===== src/rtl/lamp_pkg.sv =====
// Shared constants and types for the lamp LED status block.
// Holds the duty/direction types and the divider width helper.
package lamp_pkg;

    localparam int c_ms_per_s  = 1000;
    localparam int c_pwm_slots = 256;
    localparam int c_duty_w    = 8;

    typedef logic [c_duty_w-1:0] duty_t;

    typedef enum logic {
        dir_up   = 1'b0,
        dir_down = 1'b1
    } dir_t;

    function automatic int div_w(input int n);
        return (n <= 2) ? 1 : $clog2(n);
    endfunction

endpackage


===== src/rtl/lamp_tick_div.sv =====
// Free-running divider: one-cycle tick when the count reaches c_div-1.
module lamp_tick_div
    import lamp_pkg::*;
#(
    parameter int c_div = 2
) (
    input  logic i_clk,
    input  logic i_rst,
    output logic o_tick
);

    localparam int c_w = div_w(c_div);
    localparam logic [c_w-1:0] c_last = c_w'(c_div - 1);

    logic [c_w-1:0] cnt;

    assign o_tick = (cnt == c_last);

    always_ff @(posedge i_clk) begin
        if (i_rst) begin
            cnt <= '0;
        end else if (o_tick) begin
            cnt <= '0;
        end else begin
            cnt <= cnt + c_w'(1);
        end
    end

endmodule


===== src/rtl/lamp.sv =====
// Lamp board status LEDs: o_led1 square-wave blink, o_led2 breathing PWM.
module lamp
    import lamp_pkg::*;
#(
    parameter int c_freq     = 12_000_000,
    parameter int c_blink_ms = 250,
    parameter int c_pwm_hz   = 1000
) (
    input  logic i_clk,
    input  logic i_rst,
    output logic o_led1,
    output logic o_led2
);

    localparam int c_ms_raw  = c_freq / c_ms_per_s;
    localparam int c_ms_div  = (c_ms_raw < 1) ? 1 : c_ms_raw;
    localparam int c_pwm_raw = c_freq / (c_pwm_slots * c_pwm_hz);
    localparam int c_pwm_div = (c_pwm_raw < 1) ? 1 : c_pwm_raw;
    localparam int c_bl_w    = div_w(c_blink_ms);
    localparam logic [c_bl_w-1:0] c_bl_last = c_bl_w'(c_blink_ms - 1);

    logic ms_tick;
    logic pwm_tick;

    logic [c_bl_w-1:0] blink_cnt;
    duty_t duty;
    duty_t duty_nxt;
    dir_t  dir;
    dir_t  dir_nxt;
    duty_t slot;

    lamp_tick_div #(.c_div(c_ms_div)) u_ms_div (
        .i_clk  (i_clk),
        .i_rst  (i_rst),
        .o_tick (ms_tick)
    );

    lamp_tick_div #(.c_div(c_pwm_div)) u_pwm_div (
        .i_clk  (i_clk),
        .i_rst  (i_rst),
        .o_tick (pwm_tick)
    );

    always_ff @(posedge i_clk) begin
        if (i_rst) begin
            blink_cnt <= '0;
            o_led1    <= 1'b0;
        end else if (ms_tick) begin
            if (blink_cnt == c_bl_last) begin
                blink_cnt <= '0;
                o_led1    <= ~o_led1;
            end else begin
                blink_cnt <= blink_cnt + c_bl_w'(1);
            end
        end
    end

    // Triangle ramp bounces off 0 and 255 without dwelling at either end.
    always_comb begin
        duty_nxt = duty;
        dir_nxt  = dir;
        if (ms_tick) begin
            unique case (dir)
                dir_up: begin
                    if (duty == 8'hff) begin
                        duty_nxt = 8'hfe;
                        dir_nxt  = dir_down;
                    end else begin
                        duty_nxt = duty + 8'd1;
                    end
                end
                dir_down: begin
                    if (duty == 8'h00) begin
                        duty_nxt = 8'h01;
                        dir_nxt  = dir_up;
                    end else begin
                        duty_nxt = duty - 8'd1;
                    end
                end
            endcase
        end
    end

    always_ff @(posedge i_clk) begin
        if (i_rst) begin
            duty <= '0;
            dir  <= dir_up;
        end else begin
            duty <= duty_nxt;
            dir  <= dir_nxt;
        end
    end

    always_ff @(posedge i_clk) begin
        if (i_rst) begin
            slot   <= '0;
            o_led2 <= 1'b0;
        end else begin
            if (pwm_tick) begin
                slot <= slot + 8'd1;
            end
            o_led2 <= (slot < duty);
        end
    end

endmodule


===== config.mk =====
export PLATFORM = sky130hd
export DESIGN_NAME = lamp
export DESIGN_NICKNAME = d
export VERILOG_FILES = /design/src/rtl/lamp_pkg.sv /design/src/rtl/lamp_tick_div.sv /design/src/rtl/lamp.sv
export SDC_FILE = /design/constraint.sdc
export NUM_CORES = 1
export LEC_CHECK = 0
export ABC_CLOCK_PERIOD_IN_PS = 2900
export BUFFER_PORTS_ARGS = -buffer_cell sky130_fd_sc_hd__buf_4
export CAP_MARGIN = 5
export CORE_ASPECT_RATIO = 1.5
export CORE_MARGIN = 4
export CORE_UTILIZATION = 35
export DETAILED_ROUTE_END_ITERATION = 7
export GPL_ROUTABILITY_DRIVEN = 0
export GPL_TIMING_DRIVEN = 0
export SLEW_MARGIN = 0
export SYNTH_ARGS = -nofsm -noshare
export SYNTH_HDL_FRONTEND = slang
export SYNTH_SLANG_ARGS = --single-unit

===== constraint.sdc =====
create_clock -name i_clk -period 2.9 [get_ports i_clk]
set_input_delay 0.87 -clock i_clk [delete_from_list [all_inputs] [get_ports i_clk]]
set_output_delay 0.87 -clock i_clk [all_outputs]
set_load 0.05 [all_outputs]

# == Word level (Yosys, flattened, before mapping) ==
# Cells that the tools add are included.
# totals
regBits,47
latch_bits,0
ramBits,0
mem_bits_ro,0
out_inout_bits,2
wordCells,32
memories,0
# op_classes
n_addsub,6
multipliers,0
n_div,0
n_lt_le_gt_ge,1
n_eq_ne,4
shifts,0
mux,7
bitwise,2
reduce_logical,4
# ops
cell,n
"adder 8 x 1 -> 8 bit, second input constant",3
2-to-1 mux 8 bit,3
"== test 8 bit, second input constant",2
one-hot mux 8 bit (2 select lines),1
"adder 14 x 1 -> 14 bit, second input constant",1
"== test 14 bit, second input constant",1
zero test 8 bit,1
< comparator 8 bit,1
"subtractor 8 x 1 -> 8 bit, second input constant",1
"adder 6 x 1 -> 6 bit, second input constant",1
"== test 6 bit, second input constant",1
OR reduction 2 bit,2
2-to-1 mux 1 bit,2
inverter 1 bit,2
one-hot mux 1 bit (2 select lines),1
AND reduction 2 bit,1

# == Longest topological paths before layout ==
# depth
depth_word,3
mapped_depth,8

# == By module ==
# A second synthesis with hierarchy kept.
# unflattened
hier_cells,300
hier_area_um2,2643.8
# by_module_without_submodules
mod,instances,cells_per_inst,area_per_inst_um2,seq_area_each_um2
lamp,1,202,1662.8,540.5
lamp_tick_div (u_ms_div),1,69,719.4,280.3
lamp_tick_div (u_pwm_div),1,29,261.5,120.1

# == Worst setup path after synthesis ==
# OpenSTA, ideal clock, no wires.
# synth_path
path_type,flip-flop to flip-flop
startpoint,register u_ms_div.cnt[8]
endpoint,register duty[3]
setup_ns,0.101
arrival_ns,1.975
t_required_ns,2.799
slack_ns,0.824
stages_incl_launch_ff,6
synth_period_minus_slack_ns,2.076
path_cell_list,dfxtp_1 -> or4b_4 -> or4_4 -> o21a_1 -> a221o_1 -> o41ai_1
# synth_via
elab_chain_len,1
# synth_lines
item,line,text
from (decl),lamp_tick_div.sv:15,logic [c_w-1:0] cnt;
from (signal assigned),lamp_tick_div.sv:25,cnt <= cnt + c_w'(1);
== test 14 bit,lamp_tick_div.sv:17,assign o_tick = (cnt == c_last);
to (signal assigned),lamp.sv:89,duty <= duty_nxt;
to (decl),lamp.sv:26,duty_t duty;
# No other way between the ends.
# A chain may end at the register's enable or synchronous reset.

# == Worst setup path after layout ==
# layout_path
startpoint,register u_ms_div.cnt[8]
endpoint,register blink_cnt[3]
# layout_via
elab_chain_len,1
# layout_lines
item,line,text
== test 14 bit,lamp_tick_div.sv:17,
to (signal assigned),lamp.sv:53,blink_cnt <= blink_cnt + c_bl_w'(1);
to (decl),lamp.sv:25,logic [c_bl_w-1:0] blink_cnt;
# No other way between the ends.

==> out/summary.json <==
{
  "post_synth_num_cell_types": 47,
  "setup_violations": 0,
  "worst_path_largest_cell_delay_ns": 0.85,
  "final_max_slew_viol_count": 0,
  "timing.hold.worst.class": "flip-flop to flip-flop",
  "syn_avg_cell_area_sq_um": 8.623,
  "cp.required_ns": 3.08,
  "cts-buffers-inserted": 5,
  "grt_first_pass_wirelength_mm": 8.687,
  "cts.hold.buffers_added": 0,
  "regToRegEndpoint": "blink_cnt[3]",
  "hold_slack_ns": 0.4541,
  "horiz_die_dim_um": 76.66,
  "cts_tree": "built",
  "std_cell_rows": 37,
  "path_class": "flip-flop to flip-flop",
  "irDropWorstVdd_mv": 0.2689,
  "ctsHtreeMaxLevel": 2,
  "final_core_util_pct": 39.86,
  "num-nets-final": 315,
  "critPathBufInv": 0,
  "route.detailed.wl_per_inst_um": 12.98,
  "period_minus_slack_ns": 2.473,
  "layout_worst_path_cycle_share_pct": 85.27,
  "globalRouteOverflowTotal": 0,
  "fin_worst_skew_ns": 0.007663,
  "root_buffer_cell": "clkbuf_8",
  "num_antenna_cells": 0,
  "worst_path_slowest_cell": "nor4_1",
  "synth_enable_flop_cells": 0,
  "critPathTopFamily": "simple AND/OR/NAND/NOR gates",
  "path_depth": 5,
  "cp_data_arrival_time_ns": 2.66,
  "mostFrequentLayoutCells": "50 x nor2_1, 47 x dfxtp_1, 17 x nand2_1, 17 x xnor2_1, 16 x ha_1",
  "synthFlopType": "dfxtp_1",
  "area_growth_pct": 10.36,
  "cts.path.max_buffers": 2,
  "power.leakage_nw": 0.9914,
  "first_global_vias": 1970,
  "crit_end": "blink_cnt[3]",
  "unrepaired_setup_endpoints_after_global_routing": "no",
  "clk-insertion-delay-late_ns": 0.29,
  "layout.cells.most_common": "nor2_1",
  "core_area_sq_mm": 0.006852,
  "timing.fmax_ghz": 0.4044,
  "synth_sequential_area_ratio_pct": 38.02,
  "timing.final.hold_violations": 0,
  "number_of_antenna_violations_at_the_first_check_in_global_routing": 0,
  "power_w": 0.001253,
  "power_density_mw_per_mm2": 458.8,
  "synth_fp_nets": 305,
  "max_cap_viols": 0,
  "outcome": "finished, final reports clean",
  "path_cells": "or4b_4, nor4_1, nand2_1, nand2b_1, nor2_1",
  "post_cts.repair.setup_buffers": 0,
  "initial_utilization_pct": 36.12,
  "die_height_um": 111.0,
  "preCtsSetupSlack_ns": 0.4261,
  "synthesis_stage_register_bit_count": 47,
  "timing.slew.headroom_pct": 34.05,
  "synthCells": 287,
  "setup.worst_path.start": "u_ms_div.cnt[8]",
  "cts_sinks": 47,
  "worst_r2r_path_depth": 5,
  "grt_max_degree": 16,
  "detail_route.vias_per_cell": 5.351,
  "worst_setup_path_start_kind": "flip-flop",
  "place.port_buffers": 3,
  "ant_nets": 0,
  "async_reset_ff_share_pct": 0,
  "worst_pin_slew_ns": 0.9802,
  "layout-drive-gt1-share_pct": 7.383,
  "ctsResizeCount": 0,
  "ys_warn_count": 0,
  "dr.first_iter.drc_count": 79,
  "fp.dieArea_sq_mm": 0.008508,
  "global_route_total_usage_across_every_layer_pct": 12.06,
  "num_io_pins": 4,
  "setup_tns_ns": 0,
  "synth_area_sq_mm": 0.002475,
  "remaining_drc_errors": 0,
  "clkTransAtPathRegs_ns": 0.09,
  "detailedRoute.firstPassIterationCount": 4,
  "timing.rr.start": "u_ms_div.cnt[8]",
  "critical_path.max_fanout": 7,
  "timing.reg2reg.setup_slack_ns": 0.43,
  "totalWireLength_mm": 4.879,
  "final_critical_path_setup_slack_ns": 0.4273,
  "dr_total_vias": 2012,
  "end_kind": "flip-flop",
  "dp_hpwl_mm": 3.682
}
worst reg2reg max path: stages, from the launching register on:
cell and delay (ns):
dfxtp_1 0.36, or4b_4 0.58, nor4_1 0.85, nand2_1 0.20, nand2b_1 0.29, nor2_1 0.09
final cells by class:
| cell class | instances | area, sq um |
|---|---|---|
| fillers | 698 | 4120 |
| multi-input cells | 217 | 1440 |
| flip-flops and latches | 47 | 940.9 |
| well taps | 78 | 97.59 |
| clock buffers | 5 | 68.82 |
| clock inverters | 3 | 67.56 |
| plain buffers | 11 | 48.80 |
| inverters | 12 | 45.04 |
| repair buffers | 3 | 22.52 |
cell usage after synthesis, drive strengths merged (2+ instances only):
cell type	instances	area [sq um]
o21a	2	15.01
mux2i	2	20.02
nand2	17	63.81
and3	7	45.05
a211oi	3	22.52
clkbuf	9	33.78
o221ai	2	17.52
nor4	4	40.04
a21oi	8	40.04
ha	16	200.2
or2	2	12.51
a41oi	2	17.52
nand2b	2	12.51
and4	3	26.28
xnor2	17	148.9
o211ai	3	22.52
dfxtp	47	940.9
o21ai	7	35.03
nor3	7	46.30
buf	2	15.01
inv	12	45.04
nor3b	2	15.01
xor2	15	131.4
nor2	50	187.7
nand4	12	75.07
a21o	5	37.54
nand3	13	65.06
state kept, by name, summed over array words and instances, names as in the netlist:
register	cells
duty	8
u_ms_div.cnt	14
dir	1
o_led2	1
o_led1	1
u_pwm_div.cnt	6
slot	8
blink_cnt	8
per-layer routing:
metal / wire length, um / vias up / GRT usage (%)
met5: 0 / - / 0
met4: 143 / 0 / 4.958
met3: 131 / 12 / 2.358
met2: 2442 / 23 / 21.54
met1: 2162 / 950 / 13.79
li1: - / 1027 / -
worst min path at each step:
stage                                from              end  slack, ns  cells past startpoint
after floorplan           u_ms_div.cnt[0]  u_ms_div.cnt[0]       0.42                      1
after global placement    u_ms_div.cnt[0]  u_ms_div.cnt[0]       0.43                      1
after detailed placement  u_ms_div.cnt[0]  u_ms_div.cnt[0]       0.44                      1
after CTS                 u_ms_div.cnt[0]  u_ms_div.cnt[0]       0.46                      1
after global routing      u_ms_div.cnt[0]  u_ms_div.cnt[0]       0.49                      1
final                     u_ms_div.cnt[0]  u_ms_div.cnt[0]       0.45                      1
cells by family after synthesis:
family	after synthesis	share of synthesized area (%)
fa+ha+maj	16	8.089
xor+xnor	32	11.32
flops	47	38.02
buf+inv	23	3.791
compound gates	40	11.07
simple gates	126	26.44
mux	3	1.264
power breakdown:
group | internal [W] | switching [W] | leakage, nW
registers | 0.000652 | 0.00000600 | 0.380
clock network | 0.000344 | 0.000223 | 0.0644
logic | 0.0000104 | 0.0000182 | 0.547
total | 0.00101 | 0.000247 | 0.991
through the flow:
stage	cells	cell area, sq um
global placement	368	2595
floorplan	287	2475
detailed placement	368	2595
global route	376	2731
finish	376	2731
CTS	376	2731
No activity file was read; power rests on OpenSTA's default activity.
